File: config.mk
export PLATFORM = sky130hd
export DESIGN_NAME = inv_aes_sequencer_flat
export DESIGN_NICKNAME = d
export VERILOG_FILES = /design/src/rtl/inv_aes_sequencer_if.sv /design/src/rtl/inv_aes_sequencer.sv /design/src/flat_wrapper.sv
export SDC_FILE = /design/constraint.sdc
export NUM_CORES = 1
export LEC_CHECK = 0
export BUFFER_PORTS_ARGS = -buffer_cell sky130_fd_sc_hd__buf_2
export CAP_MARGIN = 10
export CORE_MARGIN = 8
export CORE_UTILIZATION = 51
export DETAILED_ROUTE_END_ITERATION = 10
export GPL_ROUTABILITY_DRIVEN = 0
export PLACE_DENSITY_LB_ADDON = 0.05
export REMOVE_ABC_BUFFERS = 1
export SETUP_SLACK_MARGIN = 0.5
export SLEW_MARGIN = 5
export SYNTH_ARGS = -nofsm -noshare
export SYNTH_HDL_FRONTEND = slang
export SYNTH_SLANG_ARGS = --single-unit
File: constraint.sdc
create_clock -name clk -period 2.3 [get_ports clk]
set_clock_uncertainty 0.1 [all_clocks]
set_input_delay 0.23 -clock clk [delete_from_list [all_inputs] [get_ports clk]]
set_output_delay 0.23 -clock clk [all_outputs]
set_load 0.03 [all_outputs]
File: src/rtl/inv_aes_sequencer_if.sv
// Handshake and control bundle between the inverse-AES top level and its
// round sequencer. The master side requests runs and supplies key status;
// the slave side (the sequencer) drives the datapath controls.
interface inv_aes_sequencer_if;
  logic       start;
  logic       abort;
  logic       key_ready;
  logic       load_state;
  logic       state_we;
  logic [1:0] op_sel;
  logic [1:0] col_sel;
  logic [3:0] rk_idx;
  logic [3:0] round;
  logic       busy;
  logic       done;

  modport master (
    output start, abort, key_ready,
    input  load_state, state_we, op_sel, col_sel, rk_idx, round, busy, done
  );

  modport slave (
    input  start, abort, key_ready,
    output load_state, state_we, op_sel, col_sel, rk_idx, round, busy, done
  );
endinterface

File: src/rtl/inv_aes_sequencer.sv
// Round sequencer for the inverse-AES datapath. A small Moore FSM plus a
// round counter and a column counter walk the shared state register through
// AddRoundKey, InvShiftRows, InvSubBytes and column-serial InvMixColumns,
// selecting round keys from NUM_ROUNDS down to 0.
module inv_aes_sequencer #(
  parameter int NUM_ROUNDS = 10
) (
  input  logic                  clk,
  input  logic                  reset_n,
  inv_aes_sequencer_if.slave    bus
);

  typedef enum logic [2:0] {
    S_IDLE    = 3'd0,
    S_KEYWAIT = 3'd1,
    S_LOAD    = 3'd2,
    S_ARK     = 3'd3,
    S_ISR     = 3'd4,
    S_ISB     = 3'd5,
    S_IMC     = 3'd6,
    S_DONE    = 3'd7
  } state_t;

  localparam logic [3:0] LP_LAST_ROUND = 4'(NUM_ROUNDS);

  state_t     r_state;
  state_t     w_state_next;
  logic [3:0] r_round;
  logic [3:0] w_round_next;
  logic [1:0] r_col;
  logic [1:0] w_col_next;

  // State, round and column registers; reset clears everything so the
  // decoded outputs drop to zero without waiting for a clock.
  always_ff @(posedge clk or negedge reset_n) begin
    if (!reset_n) begin
      r_state <= S_IDLE;
      r_round <= 4'd0;
      r_col   <= 2'd0;
    end else begin
      r_state <= w_state_next;
      r_round <= w_round_next;
      r_col   <= w_col_next;
    end
  end

  // Next-state logic: abort from any active state returns to IDLE with the
  // counters cleared; otherwise follow the round schedule.
  always_comb begin
    w_state_next = r_state;
    w_round_next = r_round;
    w_col_next   = r_col;
    if (bus.abort && (r_state != S_IDLE)) begin
      w_state_next = S_IDLE;
      w_round_next = 4'd0;
      w_col_next   = 2'd0;
    end else begin
      case (r_state)
        S_IDLE: begin
          if (bus.start && !bus.abort) begin
            w_state_next = S_KEYWAIT;
          end
        end
        S_KEYWAIT: begin
          if (bus.key_ready) begin
            w_state_next = S_LOAD;
          end
        end
        S_LOAD: begin
          w_round_next = 4'd0;
          w_col_next   = 2'd0;
          w_state_next = S_ARK;
        end
        S_ARK: begin
          if (r_round == LP_LAST_ROUND) begin
            w_state_next = S_DONE;
          end else if (r_round == 4'd0) begin
            // The first round has no InvMixColumns before its shift/sub.
            w_round_next = 4'd1;
            w_state_next = S_ISR;
          end else begin
            w_col_next   = 2'd0;
            w_state_next = S_IMC;
          end
        end
        S_ISR: begin
          w_state_next = S_ISB;
        end
        S_ISB: begin
          w_state_next = S_ARK;
        end
        S_IMC: begin
          if (r_col == 2'd3) begin
            w_col_next   = 2'd0;
            // Saturate rather than wrap; the last round exits via ARK.
            if (r_round < LP_LAST_ROUND) begin
              w_round_next = r_round + 4'd1;
            end
            w_state_next = S_ISR;
          end else begin
            w_col_next = r_col + 2'd1;
          end
        end
        S_DONE: begin
          // A held start keeps us here so it cannot retrigger a run.
          if (!bus.start) begin
            w_state_next = S_IDLE;
            w_round_next = 4'd0;
            w_col_next   = 2'd0;
          end
        end
        default: begin
          w_state_next = S_IDLE;
          w_round_next = 4'd0;
          w_col_next   = 2'd0;
        end
      endcase
    end
  end

  // Moore output decode from the registered state, round and column only.
  always_comb begin
    bus.load_state = 1'b0;
    bus.state_we   = 1'b0;
    bus.op_sel     = 2'b00;
    bus.col_sel    = 2'b00;
    bus.rk_idx     = 4'd0;
    bus.round      = r_round;
    bus.busy       = (r_state != S_IDLE) && (r_state != S_DONE);
    bus.done       = 1'b0;
    case (r_state)
      S_LOAD: begin
        bus.load_state = 1'b1;
      end
      S_ARK: begin
        bus.state_we = 1'b1;
        bus.op_sel   = 2'b00;
        bus.rk_idx   = LP_LAST_ROUND - r_round;
      end
      S_ISR: begin
        bus.state_we = 1'b1;
        bus.op_sel   = 2'b01;
      end
      S_ISB: begin
        bus.state_we = 1'b1;
        bus.op_sel   = 2'b10;
      end
      S_IMC: begin
        bus.state_we = 1'b1;
        bus.op_sel   = 2'b11;
        bus.col_sel  = r_col;
      end
      S_DONE: begin
        bus.done = 1'b1;
      end
      default: begin
      end
    endcase
  end

endmodule

File: src/flat_wrapper.sv
// flat-port wrapper written by rule: the top's interface ports become plain ports
module inv_aes_sequencer_flat 
#(
  parameter int NUM_ROUNDS = 10
)
  (clk, reset_n, bus_start, bus_abort, bus_key_ready, bus_load_state, bus_state_we, bus_op_sel, bus_col_sel, bus_rk_idx, bus_round, bus_busy, bus_done);
  inv_aes_sequencer_if bus_i ();
  input  logic clk;
  input  logic reset_n;
  input wire logic [$bits(bus_i.start)-1:0] bus_start;
  input wire logic [$bits(bus_i.abort)-1:0] bus_abort;
  input wire logic [$bits(bus_i.key_ready)-1:0] bus_key_ready;
  output wire logic [$bits(bus_i.load_state)-1:0] bus_load_state;
  output wire logic [$bits(bus_i.state_we)-1:0] bus_state_we;
  output wire logic [$bits(bus_i.op_sel)-1:0] bus_op_sel;
  output wire logic [$bits(bus_i.col_sel)-1:0] bus_col_sel;
  output wire logic [$bits(bus_i.rk_idx)-1:0] bus_rk_idx;
  output wire logic [$bits(bus_i.round)-1:0] bus_round;
  output wire logic [$bits(bus_i.busy)-1:0] bus_busy;
  output wire logic [$bits(bus_i.done)-1:0] bus_done;
  assign bus_i.start = bus_start;
  assign bus_i.abort = bus_abort;
  assign bus_i.key_ready = bus_key_ready;
  assign bus_load_state = bus_i.load_state;
  assign bus_state_we = bus_i.state_we;
  assign bus_op_sel = bus_i.op_sel;
  assign bus_col_sel = bus_i.col_sel;
  assign bus_rk_idx = bus_i.rk_idx;
  assign bus_round = bus_i.round;
  assign bus_busy = bus_i.busy;
  assign bus_done = bus_i.done;
  inv_aes_sequencer #(.NUM_ROUNDS(NUM_ROUNDS)) u_core (.clk(clk), .reset_n(reset_n), .bus(bus_i));
endmodule
Word level (Yosys, flattened, before mapping)
Index checks and enable logic that the tools add are counted.
Word-level totals
  bits in registers: 9
  latch bits: 0
  RAM bits: 0
  bits in read-only memories: 0
  input port bits: 5
  output and inout bits: 16
  logic and storage cells: 65
  memories: 0
Cells by class
  $add $sub $neg: 3
  multipliers: 0
  divide/modulo/power cells: 0
  magnitude comparators: 1
  eq/ne operators: 18
  shift operators: 0
  mux-type cells: 27
  bitwise operators: 0
  reductions and logical operators: 13
Operators with widths (count)
  two-way mux 4 bit: 7
  one-hot mux 3 bit (7 select lines): 1
  two-way mux 3 bit: 6
  one-hot mux 4 bit (4 select lines): 1
  two-way mux 2 bit: 7
  == test 3 bit (second input constant): 4
  inequality test 3 x 1 -> 1 bit (second input constant): 4
  inequality test 3 x 2 -> 1 bit (second input constant): 4
  one-hot mux 2 bit (4 select lines): 1
  AND reduction 4 bit: 2
  == test 3 x 2 -> 1 bit (second input constant): 2
  one-hot mux 2 bit (3 select lines): 1
  AND reduction 6 bit: 1
  nonzero test 5 bit: 1
  adder 4 x 1 -> 4 bit (second input constant): 1
  == test 4 bit (second input constant): 1
  zero test 4 bit: 1
  < comparator 4 bit (second input constant): 1
  OR reduction 4 bit: 1
  subtractor 4 bit (first input constant): 1
  == test 3 x 1 -> 1 bit (second input constant): 1
  logical AND 1 bit: 3
  zero test 3 bit: 1
  two-way mux 1 bit: 3
  other kinds (6): 6

Logic depth before layout (Yosys ltp)
Gate-level depths: netlist of the first run.
  depth in word-level cells: 5
  depth in mapped cells: 6

Least setup slack after synthesis of the first run
No wires, ideal clock.
  path type: register to register
  from: register u_core.r_round[0] (netlist: u_core.bus.round[0])
  to: register u_core.r_round[3] (netlist: u_core.bus.round[3])
  arrival: 1.873 ns
  setup slack: 0.247 ns
  cell stages (with the launch flop): 7
  path buffers: 0
  path through: dfrtp_1 inv_1 ha_1 o31ai_4 a211oi_2 or4b_1 o211ai_2
On the way
  word-level cells in the longest chain between the ends: 5
  elaborated cells between the ends (all ways): 12
RTL lines
  from (decl): RTL line inv_aes_sequencer.sv:28  | logic [3:0] r_round;
  from (signal assigned): RTL line inv_aes_sequencer.sv:42  | r_round <= w_round_next;
  adder 4 x 1 -> 4 bit: RTL line inv_aes_sequencer.sv:97  | w_round_next = r_round + 4'd1;
  two-way mux 4 bit: RTL line inv_aes_sequencer.sv:96  | if (r_round < LP_LAST_ROUND) begin
  two-way mux 4 bit: RTL line inv_aes_sequencer.sv:93  | if (r_col == 2'd3) begin
  one-hot mux 4 bit (4 select lines): RTL line inv_aes_sequencer.sv:58  | case (r_state)
  two-way mux 4 bit: RTL line inv_aes_sequencer.sv:53  | if (bus.abort && (r_state != S_IDLE)) begin
Parallel ways exist; a longest one is shown, timed or not. The select of a mux whose other input is x is not followed.
A chain may end at the register's enable or synchronous reset.

Worst setup path after layout of the first run
  from: register u_core.r_round[1] (netlist: u_core.bus.round[1])
  to: output bus_rk_idx[3]
On the way
  word-level cells in the longest chain between the ends: 2
RTL lines
  subtractor 4 bit: RTL line inv_aes_sequencer.sv:138  | bus.rk_idx = LP_LAST_ROUND - r_round;
  two-way mux 4 bit: RTL line inv_aes_sequencer.sv:131  | case (r_state)
  to (decl): RTL line flat_wrapper.sv:17  | output wire logic [$bits(bus_i.rk_idx)-1:0] bus_rk_idx;
Every way passes these cells.

==> results of run 1 <==
==> metal layers <==
metal / up-vias / global-route usage
met3: 8 / 0.0297
met5: - / 0
li1: 409 / -
met4: 0 / 0.0515
met1: 413 / 0.173
met2: 20 / 0.216
==> worst register-to-register path: stages, from the launching register on <==
cell and delay, ns:
sky130_fd_sc_hd__dfrtp_2 0.45, sky130_fd_sc_hd__ha_4 0.20, sky130_fd_sc_hd__o31ai_4 0.25, sky130_fd_sc_hd__a211oi_4 0.11
sky130_fd_sc_hd__or4b_1 0.49, sky130_fd_sc_hd__o211ai_2 0.08
==> flip-flops by register name, summed over array words and instances (netlist names) <==
name / count
u_core.r_col: 2
u_core.r_state: 3
u_core.bus.round: 4
==> power by group through the flow <==
stage / combinational (mW) / clock [mW] / sequential [mW]
after floorplan: 0.116 / 0 / 0.217
after global placement: 0.185 / 0 / 0.204
after detailed placement: 0.182 / 0 / 0.205
after CTS: 0.259 / 0.120 / 0.194
after global routing: 0.291 / 0.129 / 0.200
final: 0.267 / 0.117 / 0.197
==> cell families (layout without fill, tap and decap cells) <==
| family | count (synthesis) | count (layout) | share of synthesized area |
|---|---|---|---|
| AND/OR/NAND/NOR | 45 | 45 | 0.303 |
| AO/OA/AOI/OAI | 24 | 24 | 0.250 |
| buffers and inverters | 12 | 43 | 0.0726 |
| flip-flops | 9 | 9 | 0.278 |
| adder cells (fa/ha/maj) | 4 | 4 | 0.0618 |
| XOR/XNOR | 2 | 2 | 0.0216 |
| multiplexers | 1 | 1 | 0.0124 |
==> area by class of cell <==
class                      instances  area (um2)  area share
multi-input combinational         76         572       0.526
sequential                         9         233       0.214
timing repair buffer              35         220       0.203
clock buffer                       4        26.3      0.0242
tap                               16        20.0      0.0184
inverter                           4        15.0      0.0138
==> how the worst min path moves through the flow <==
| stage | endpoint | cells past startpoint | from |
|---|---|---|---|
| 2_1_floorplan | u_core.bus.round[0] | 0 | reset_n |
| 3_3_place_gp | u_core.bus.round[3] | 1 | reset_n |
| 3_5_place_dp | u_core.bus.round[3] | 1 | reset_n |
| 4_1_cts | u_core.r_state[1] | 2 | bus_abort |
| 5_1_grt | u_core.r_state[1] | 2 | bus_abort |
| 6_report | u_core.r_state[1] | 2 | bus_abort |
==> layout by cell type, fill, tap and decap left out, types with 2 or more instances in the layout <==
cell type,instances
sky130_fd_sc_hd__buf_2,18
sky130_fd_sc_hd__buf_4,16
sky130_fd_sc_hd__ha_1,2
sky130_fd_sc_hd__inv_1,2
sky130_fd_sc_hd__xnor2_1,2
sky130_fd_sc_hd__nand3_1,4
sky130_fd_sc_hd__dfrtp_1,3
sky130_fd_sc_hd__nand3b_1,2
sky130_fd_sc_hd__nand2_1,9
sky130_fd_sc_hd__a21oi_1,4
sky130_fd_sc_hd__o21ai_1,2
sky130_fd_sc_hd__dfrtp_2,6
sky130_fd_sc_hd__and3_1,3
sky130_fd_sc_hd__nor3_1,3
sky130_fd_sc_hd__nor2b_1,5
sky130_fd_sc_hd__a22o_1,2
sky130_fd_sc_hd__inv_2,2
sky130_fd_sc_hd__a211oi_1,2
sky130_fd_sc_hd__nor2_1,11
sky130_fd_sc_hd__clkbuf_4,3
sky130_fd_sc_hd__ha_4,2
==> metrics by stage <==
stage | total power [mW] | instances | cell area, um2
finish | 0.581 | 144 | 1090
global route | 0.619 | 144 | 1090
CTS | 0.573 | 143 | 1070
detailed placement | 0.387 | 126 | 893
global placement | 0.390 | 126 | 893
floorplan | 0.333 | 89 | 766
==> what timing repair did <==
action / in CTS / in global routing
setup endpoints to repair: 14 / 8
setup buffers: 12 / 1
hold buffers: 1 / 0
pin swaps: 2 / 0
endpoints found under the hold margin: 9 / 0
resized for setup: 12 / 8
==> results list, run 1 <==
* Biggest area consumer among synthesized cells: sky130_fd_sc_hd__dfrtp_1
- In the detailed route, the total length drawn on met2 is roughly 1.1 mm.
* DIE HEIGHT: around 56 um
* DIE AREA: around 0.0031 mm2
* Remaining antenna violation count after routing: 0
- The path class of the tightest hold or removal check is in -> reg.
* Share of synthesized area occupied by flip-flops and latches: 0.278
- Proportion of netlist area held by the largest area contributor: 0.278
* # Max-Cap Violations: 0
- Detailed-route wire length per cell: between 15 and 20 um
* Data arrival time of the worst path: 1.45 ns
- Horizontal die dimension: approximately 56 um
- Register-to-register setup slack: 0.54 ns
* Top Metal Used: met4
- Crit path required time: ~2 ns
- H-Tree Depth: 1
* Cell with the biggest individual delay on the critical path: sky130_fd_sc_hd__dfrtp_2
* Crit end category: primary output
* Logic depth of the worst path, buffers included: 5
- Post-route setup slack: between 0.5 and 0.6 ns
* Wire length of the first global-routing pass: roughly 3.7 mm
- Cell types with the highest counts after synthesis: sky130_fd_sc_hd__nor2_1 (12), sky130_fd_sc_hd__dfrtp_1 (9), sky130_fd_sc_hd__nand2_1 (9)
- Wire length on met1: between 1 and 1.5 mm
* Critical setup path kind: reg -> out
* Power density normalized to cell area: around 530 mW/mm2
- Capture instance of the worst register-to-register path: u_core.bus.round[3]
* Most frequently used cell type in the post-synthesis netlist: sky130_fd_sc_hd__nor2_1
- After floorplanning, the core was divided into 14 placement rows.
- Counting I/O delays and the setup requirement, the final critical path takes approximately 1.8 ns.
* Number of buffers and inverters on the critical path: 2
- The via count of the first global-routing pass is about 790.
- Max clock buf depth: 2
* Critical path destination: bus_rk_idx[3]
- Detailed placement finished with a half-perimeter wire length of between 1 and 1.5 mm.
- After synthesis, the share of flip-flops with an asynchronous set or reset is 1.00.
* Worst-case reg-to-reg path depth: 5
- After detailed routing, the number of vias per cell comes to 5.90.
* Startpoint type of the worst setup path: flop
- Power share of the sequential group: 0.340
* Cell-by-cell listing of the critical path: buf_4, a21oi_1, xnor2_1, nor2_1, buf_4
- Overall routing resource usage: 0.136
- Cell variety after synth: 42
- For this run, the share of the core covered by cells in the final layout is 0.721.
- Overflow after GRT: 0
- The total count of hold-check failures in the final report came to 0.
* Setup-violating endpoint count in the final report: 0
* Outcome: finished, final reports clean
* Clock tree root buffer cell: sky130_fd_sc_hd__clkbuf_4
* Reg2reg start: u_core.bus.round[1]
- Final cycle utilization of the critical path: 0.774
* Internal power: approximately 350 uW
- Vias after detailed routing: 850
- Relative slew slack: 0.714
* Sw Ratio: 0.390
- Pin count of the biggest net entering global routing: 12
- Most frequent CP cell: sky130_fd_sc_hd__buf_4
- For this run, design rule violations remaining after detail routing come to 0.
* Initial standard-cell utilization of the core: 0.537
- For the pin with the worst max-slew slack, the measured transition is 0.425 ns.
- The most used flip-flop cell after synthesis is sky130_fd_sc_hd__dfrtp_1.
* Area of the mapped netlist: slightly above 800 um2
- The number of pins exceeding their max-slew limit in the final report came to 0.
- Combinational power share: 0.460
- Along the worst path, the maximum fanout reaches 4.
* Top-Level Pins: 21
- The synthesized design contains 9 register bits.
- The layout has around 110 filler cells.
* Final total negative setup slack: 0 ns
* Total wire length: 2.18 mm
* Static leakage: 0.514 nW
- Gate family responsible for the most delay along the worst path: flip-flops
- During synthesis, Yosys emitted a total of 0 warnings.
- Clock-pin slew was measured on the worst setup and hold paths at approximately 0.06 ns.
* Ratio of cells with drive above 1 in the final layout: 0.438
- For this run, the detailed router's first-pass iteration total came to 4.
- Ranked by total cell area, the synthesized netlist is headed by sky130_fd_sc_hd__dfrtp_1 (28%), sky130_fd_sc_hd__ha_1 (6.2%), sky130_fd_sc_hd__nor2_1 (5.6%), sky130_fd_sc_hd__nand2_1 (4.2%), sky130_fd_sc_hd__nor2b_1 (3.9%).
- The clock reaches the later pin of the worst-skew pair after ~0.25 ns.
- Worst hold-check slack: roughly 0.17 ns
- In this run the worst setup path begins at u_core.bus.round[1].
* Number of sinks handled by clock tree synthesis: 9
- Unrepaired setup endpoints after global routing: true
* Signed area change from the synthesized netlist to the final layout: 34.2%
- Dividing the synthesized area by the synthesized cell count gives 8.35 um2.
- In this run the standard cell core region covers 0.00151 mm2.
- The repair_antennas step left the layout with diodes totalling 0.
- Timing-limited maximum frequency: ~560 MHz
- After the last flow step, the layout net total stands at approximately 140.
- Longest individual stage delay on the worst path: around 0.45 ns
- The detailed router finished its first iteration with 23 violations.
* Post-Synthesis Cells: 97
- CTS Buf Count: 3
* Clock share of power: 0.201
- Counting flops with a built-in enable in the synthesized netlist gives 0.
- TritonCTS clock tree: done
* Number of buffers inserted by port buffering: 20
* IR drop worst, VDD: ~0.45 mV
- Sum of met3 wire segment lengths after detailed routing: roughly 70 um
- Switching power: around 230 uW
- Post-Place Setup Slack: around 0.37 ns
* Antenna violations before repair: 0
No activity file was read; power rests on OpenSTA's default activity.
==> inputs of run 2 (changes only) <==
- clock period: 2.3 -> 1.85 ns (I/O delays scaled with it)
==> results list, run 2 <==
- Area of the mapped netlist: 810 um2 (unchanged)
* Biggest area consumer among synthesized cells: sky130_fd_sc_hd__dfrtp_1 (unchanged)
- H-Tree Depth: 1 (unchanged)
- Outcome: aborted with a tool error (was finished, final reports clean).
* Top-Level Pins: 21 (unchanged)
- After the last repair the worst path ends at a sequential cell input.
- Half-perimeter wire length after placement: 1.67 mm (was 1.42 mm)
- The cell chosen for the clock root was sky130_fd_sc_hd__clkbuf_4 (unchanged).
* Main synth FF type: sky130_fd_sc_hd__dfrtp_1 (unchanged)
* Number of sinks handled by clock tree synthesis: 9 (unchanged)
- Avg Inst Size Synth: 8.35 um2 (unchanged)
* Error Message: [ERROR DPL-0038] Utilization greater than 100%, impossible to legalize
* Flip-flop and latch count after synthesis: 9 (unchanged)
- Max clock buf depth: 2 (unchanged)
- The cell count after placement came to 137 (was 126).
* Cell types with the highest counts after synthesis: sky130_fd_sc_hd__nor2_1 (12), sky130_fd_sc_hd__dfrtp_1 (9), sky130_fd_sc_hd__nand2_1 (9) (unchanged)
- Number of enable-type register cells in the synthesized netlist: 0 (unchanged)
- The die width was 55.8 um (unchanged).
- Most frequently used cell type in the post-synthesis netlist: sky130_fd_sc_hd__nor2_1 (unchanged)
- Rows: 14 (unchanged)
* Pin count of the biggest net entering global routing: 11
* DIE HEIGHT: 55.8 um (unchanged)
* Last flow stage reached: 5_1_grt
- The starting density of the core came to 0.537 (unchanged).
- The number of port buffers came to 20 (unchanged).
- Cell variety after synth: 42 (unchanged)
- Share of synthesized area occupied by flip-flops and latches: 0.278 (unchanged)
* Top post-synthesis cells by area: sky130_fd_sc_hd__dfrtp_1 (28%), sky130_fd_sc_hd__ha_1 (6.2%), sky130_fd_sc_hd__nor2_1 (5.6%), sky130_fd_sc_hd__nand2_1 (4.2%), sky130_fd_sc_hd__nor2b_1 (3.9%) (unchanged)
- Critical endpoint after global-route timing repair: u_core.bus.round[0]$_DFFE_PN0P_/D
- The total CTS buffers came to 3 (unchanged).
- The area share of the largest cell type after synthesis was 0.278 (unchanged).
- The synthesized instance count was 97 (unchanged).
- The fraction of registers with async set or reset after synthesis is 1.00 (unchanged).
* Count of yosys warnings during synthesis: 0 (unchanged)
## run 2: timing repair
item	in CTS
endpoints found under the setup margin	22
pin swaps	19
setup buffers	17
resized for setup	51
cloned	0
hold endpoints to repair	9
hold buffers	1
## run 2: stage by stage
stage / cell area (um2) / hold slack [ns] / setup WS (ns)
floorplan: 766 / -0.211 / -0.204
global placement: 976 / -0.0554 / -0.000979
detailed placement: 976 / -0.0538 / -0.0200
CTS: 1310 / 0.101 / 0.0828
## run 2: cell families after synthesis
| kind of cell | share of synthesized area |
|---|---|
| AND/OR/NAND/NOR | 0.303 |
| AO/OA/AOI/OAI | 0.250 |
| buffers and inverters | 0.0726 |
| flip-flops | 0.278 |
| adder cells (fa/ha/maj) | 0.0618 |
| XOR/XNOR | 0.0216 |
| multiplexers | 0.0124 |
==> inputs of run 3 (changes only) <==
- CORE_AREA: unset -> 8 8 69 71
- CORE_MARGIN: 8 -> unset
- CORE_UTILIZATION: 51 -> unset
- DIE_AREA: unset -> 0 0 77 79
- PLACE_DENSITY_LB_ADDON: 0.05 -> 0.15
- SETUP_SLACK_MARGIN: 0.5 -> unset
==> results list, run 3 (synthesis results as in run 1) <==
- The slowest stage of the critical path belongs to the cell sky130_fd_sc_hd__dfrtp_1.
- By startpoint and endpoint, the worst setup path is classified as reg -> reg.
- For flop-to-flop paths, the worst setup slack is slightly above 0.07 ns.
* Drt initial violations: 16
* Max clock buf depth: 2 (unchanged)
- The worst hold path begins at bus_abort.
- Slew of the pin with the lowest slew margin: between 0.4 and 0.5 ns
* Crit end category: flop
- The worst register-to-register path ends at u_core.r_col[0].
- Initial standard-cell utilization of the core: 0.213 (was 0.537)
* Remaining DRCs: 0
* Met1 capacity usage during global routing: 0.100
* Final hold violation count: 0
* Unrepaired setup endpoints after global routing: true
- Max-slew violation total from the final report: 0
- The worst hold path passes through 2 cells.
- Final-layout fill cell count: 430
- Post-route setup slack: 0.0712 ns
- The floorplan step defined a die boundary enclosing around 0.0061 mm2.
* Vias after detailed routing: 842
* Gate family responsible for the most delay along the worst path: compound AO/OA/AOI/OAI gates
- The number of placed I/O pins was 21 (unchanged).
- Data on the critical path arrives at its endpoint at between 1.5 and 2 ns.
* CTS Buf Count: 3 (unchanged)
- At the end of the flow, the number of nets in the layout was roughly 150.
* Remaining antenna violation count after routing: 0
* Antenna diode count: 0
- Instance area after placement: 0.00109 mm2 (was 976 um2)
- The final layout contains routed wiring with a total length of 2.50 mm.
* Number of detailed-routing iterations run before antenna repair: 4
* Relative slew slack: 0.714
- In the routed layout, each cell is associated on average with a via count of roughly 4.6.
* Reg2reg start: u_core.bus.round[0]
* Clock tree root buffer cell: sky130_fd_sc_hd__clkbuf_8 (was sky130_fd_sc_hd__clkbuf_4)
- Wire length of the first global-routing pass: roughly 4.2 mm
* Longest individual stage delay on the worst path: 0.40 ns
* Via count of the first global-routing pass: 861
* Horizontal die dimension: 77 um (was 55.8 um)
- Detailed-route wire length per cell: around 14 um
* Hold crit path type: in -> reg
* Crit path required time: approximately 1.9 ns
- Half-perimeter wire length after placement: 2.04 mm (was 1.67 mm)
- In this run the static leakage power is 0.554 nW.
- Outcome: finished, final reports clean (was aborted with a tool error)
- Busiest grt layer: met2
- Of the available clock period, the critical path in the final layout requires 0.962.
- Dividing total power by cell area gives a power density of ~700 mW/mm2.
- Ratio of cells with drive above 1 in the final layout: 0.437
- Number of sinks handled by clock tree synthesis: 9 (unchanged)
- Timing-limited maximum frequency: approximately 560 MHz
* Max FFs per register: 4
* Grt met3 use: 0.0147
- Clock latency of the later-clocked register in the worst-skew pair: 0.23 ns
- The worst-case IR drop observed on VDD is 0.298 mV.
- Post-Place Setup Slack: 0.0236 ns (was -0.0200 ns)
* # Max-Cap Violations: 0
- Number of buffers and inverters on the critical path: 2
* Rows: 23 (was 14)
- In this run the worst path has a maximum fanout of 4.
- The critical path runs through a total of 7 cells.
* Overflow after GRT: 0
- Pin count of the biggest net entering global routing: 10
- From synthesis to final layout, the design area changed by 43.0%.
- The number of H-tree levels is 1 (unchanged).
- The number of port buffers was 20 (unchanged).
- DIE HEIGHT: 79 um (was 55.8 um)
* TritonCTS clock tree: done
- Most frequent cells in the layout: sky130_fd_sc_hd__buf_4 (21), sky130_fd_sc_hd__buf_2 (19), sky130_fd_sc_hd__nor2_1 (12)
* Antenna violations before repair: 0
* Worst-case reg-to-reg path depth: 7
* Time the final worst path needs with I/O delays and setup: about 1.8 ns
- In this run the standard cell core region covers 0.00380 mm2.
* Finished layout cell area: about 0.0012 mm2
- Cell-by-cell listing of the critical path: inv_2, ha_1, nor4b_2, buf_4, a211oi_1, o21ai_1, a22o_1
* Most common cell after layout, fill and taps aside: sky130_fd_sc_hd__buf_4
* Clock transition time at the flip-flop clock pins of the worst setup and hold paths: 0.05 ns
- Setup violations remaining at the end of the flow were counted as 0.
- The buffers inserted during post-CTS setup optimization was 0 (was 17).
* Met2 usage: 0.147
- The worst setup path is launched from a flop.
- For this run, the total global-route usage over all layers was measured as 0.0848.
* End point of the worst hold path: u_core.r_state[1]
[run 3: worst max path at each step]
stage,start,to
2_1_floorplan,u_core.bus.round[0],u_core.bus.round[3]
3_3_place_gp,u_core.bus.round[1],u_core.bus.round[3]
3_5_place_dp,u_core.bus.round[0],u_core.bus.round[3]
4_1_cts,u_core.bus.round[0],u_core.bus.round[3]
5_1_grt,u_core.bus.round[0],u_core.r_col[0]
6_report,u_core.bus.round[0],u_core.r_col[0]
[run 3: cell type report]
cell class              instances  area (um2)  area share
multi-input cells              76         537       0.464
well taps                      50        62.6      0.0541
inverters                       4        15.0      0.0130
flip-flops and latches          9         228       0.197
repair buffers                 42         270       0.234
clock buffers                   4        45.0      0.0389
[run 3: stage by stage]
stage | power (mW) | setup TNS [ns] | std cells | hold slack, ns | util
floorplan | 0.414 | -0.256 | 89 | -0.211 | -
finish | 0.824 | 0 | 185 | 0.136 | 0.305
global placement | 0.589 | 0 | 180 | -0.0331 | 0.286
global route | 0.875 | -0.00662 | 185 | 0.149 | 0.305
detailed placement | 0.585 | 0 | 180 | -0.0352 | 0.286
CTS | 0.829 | 0 | 185 | 0.128 | 0.301
[run 3: repair_timing]
action / 4_1_cts / 5_1_grt
hold endpoints to repair: 9 / 0
pin swaps: 0 / 0
gates resized for setup: 2 / 7
hold buffers: 1 / 0
setup endpoints to repair: 5 / 10
[run 3: routing by layer]
layer  routed length (um)  vias to the layer above  share of wire
li1                     -                      421              -
met1                 1160                      408           0.46
met2                 1240                       11           0.49
met3                   72                        2          0.029
met4                   30                        0          0.012
met5                    0                        -              0
[run 3: power breakdown]
part           leakage [nW]  internal, mW  switching [mW]
Sequential            0.120         0.215          0.0286
Clock                0.0228         0.151          0.0865
Combinational         0.412         0.157           0.185
Total                 0.554         0.524           0.301
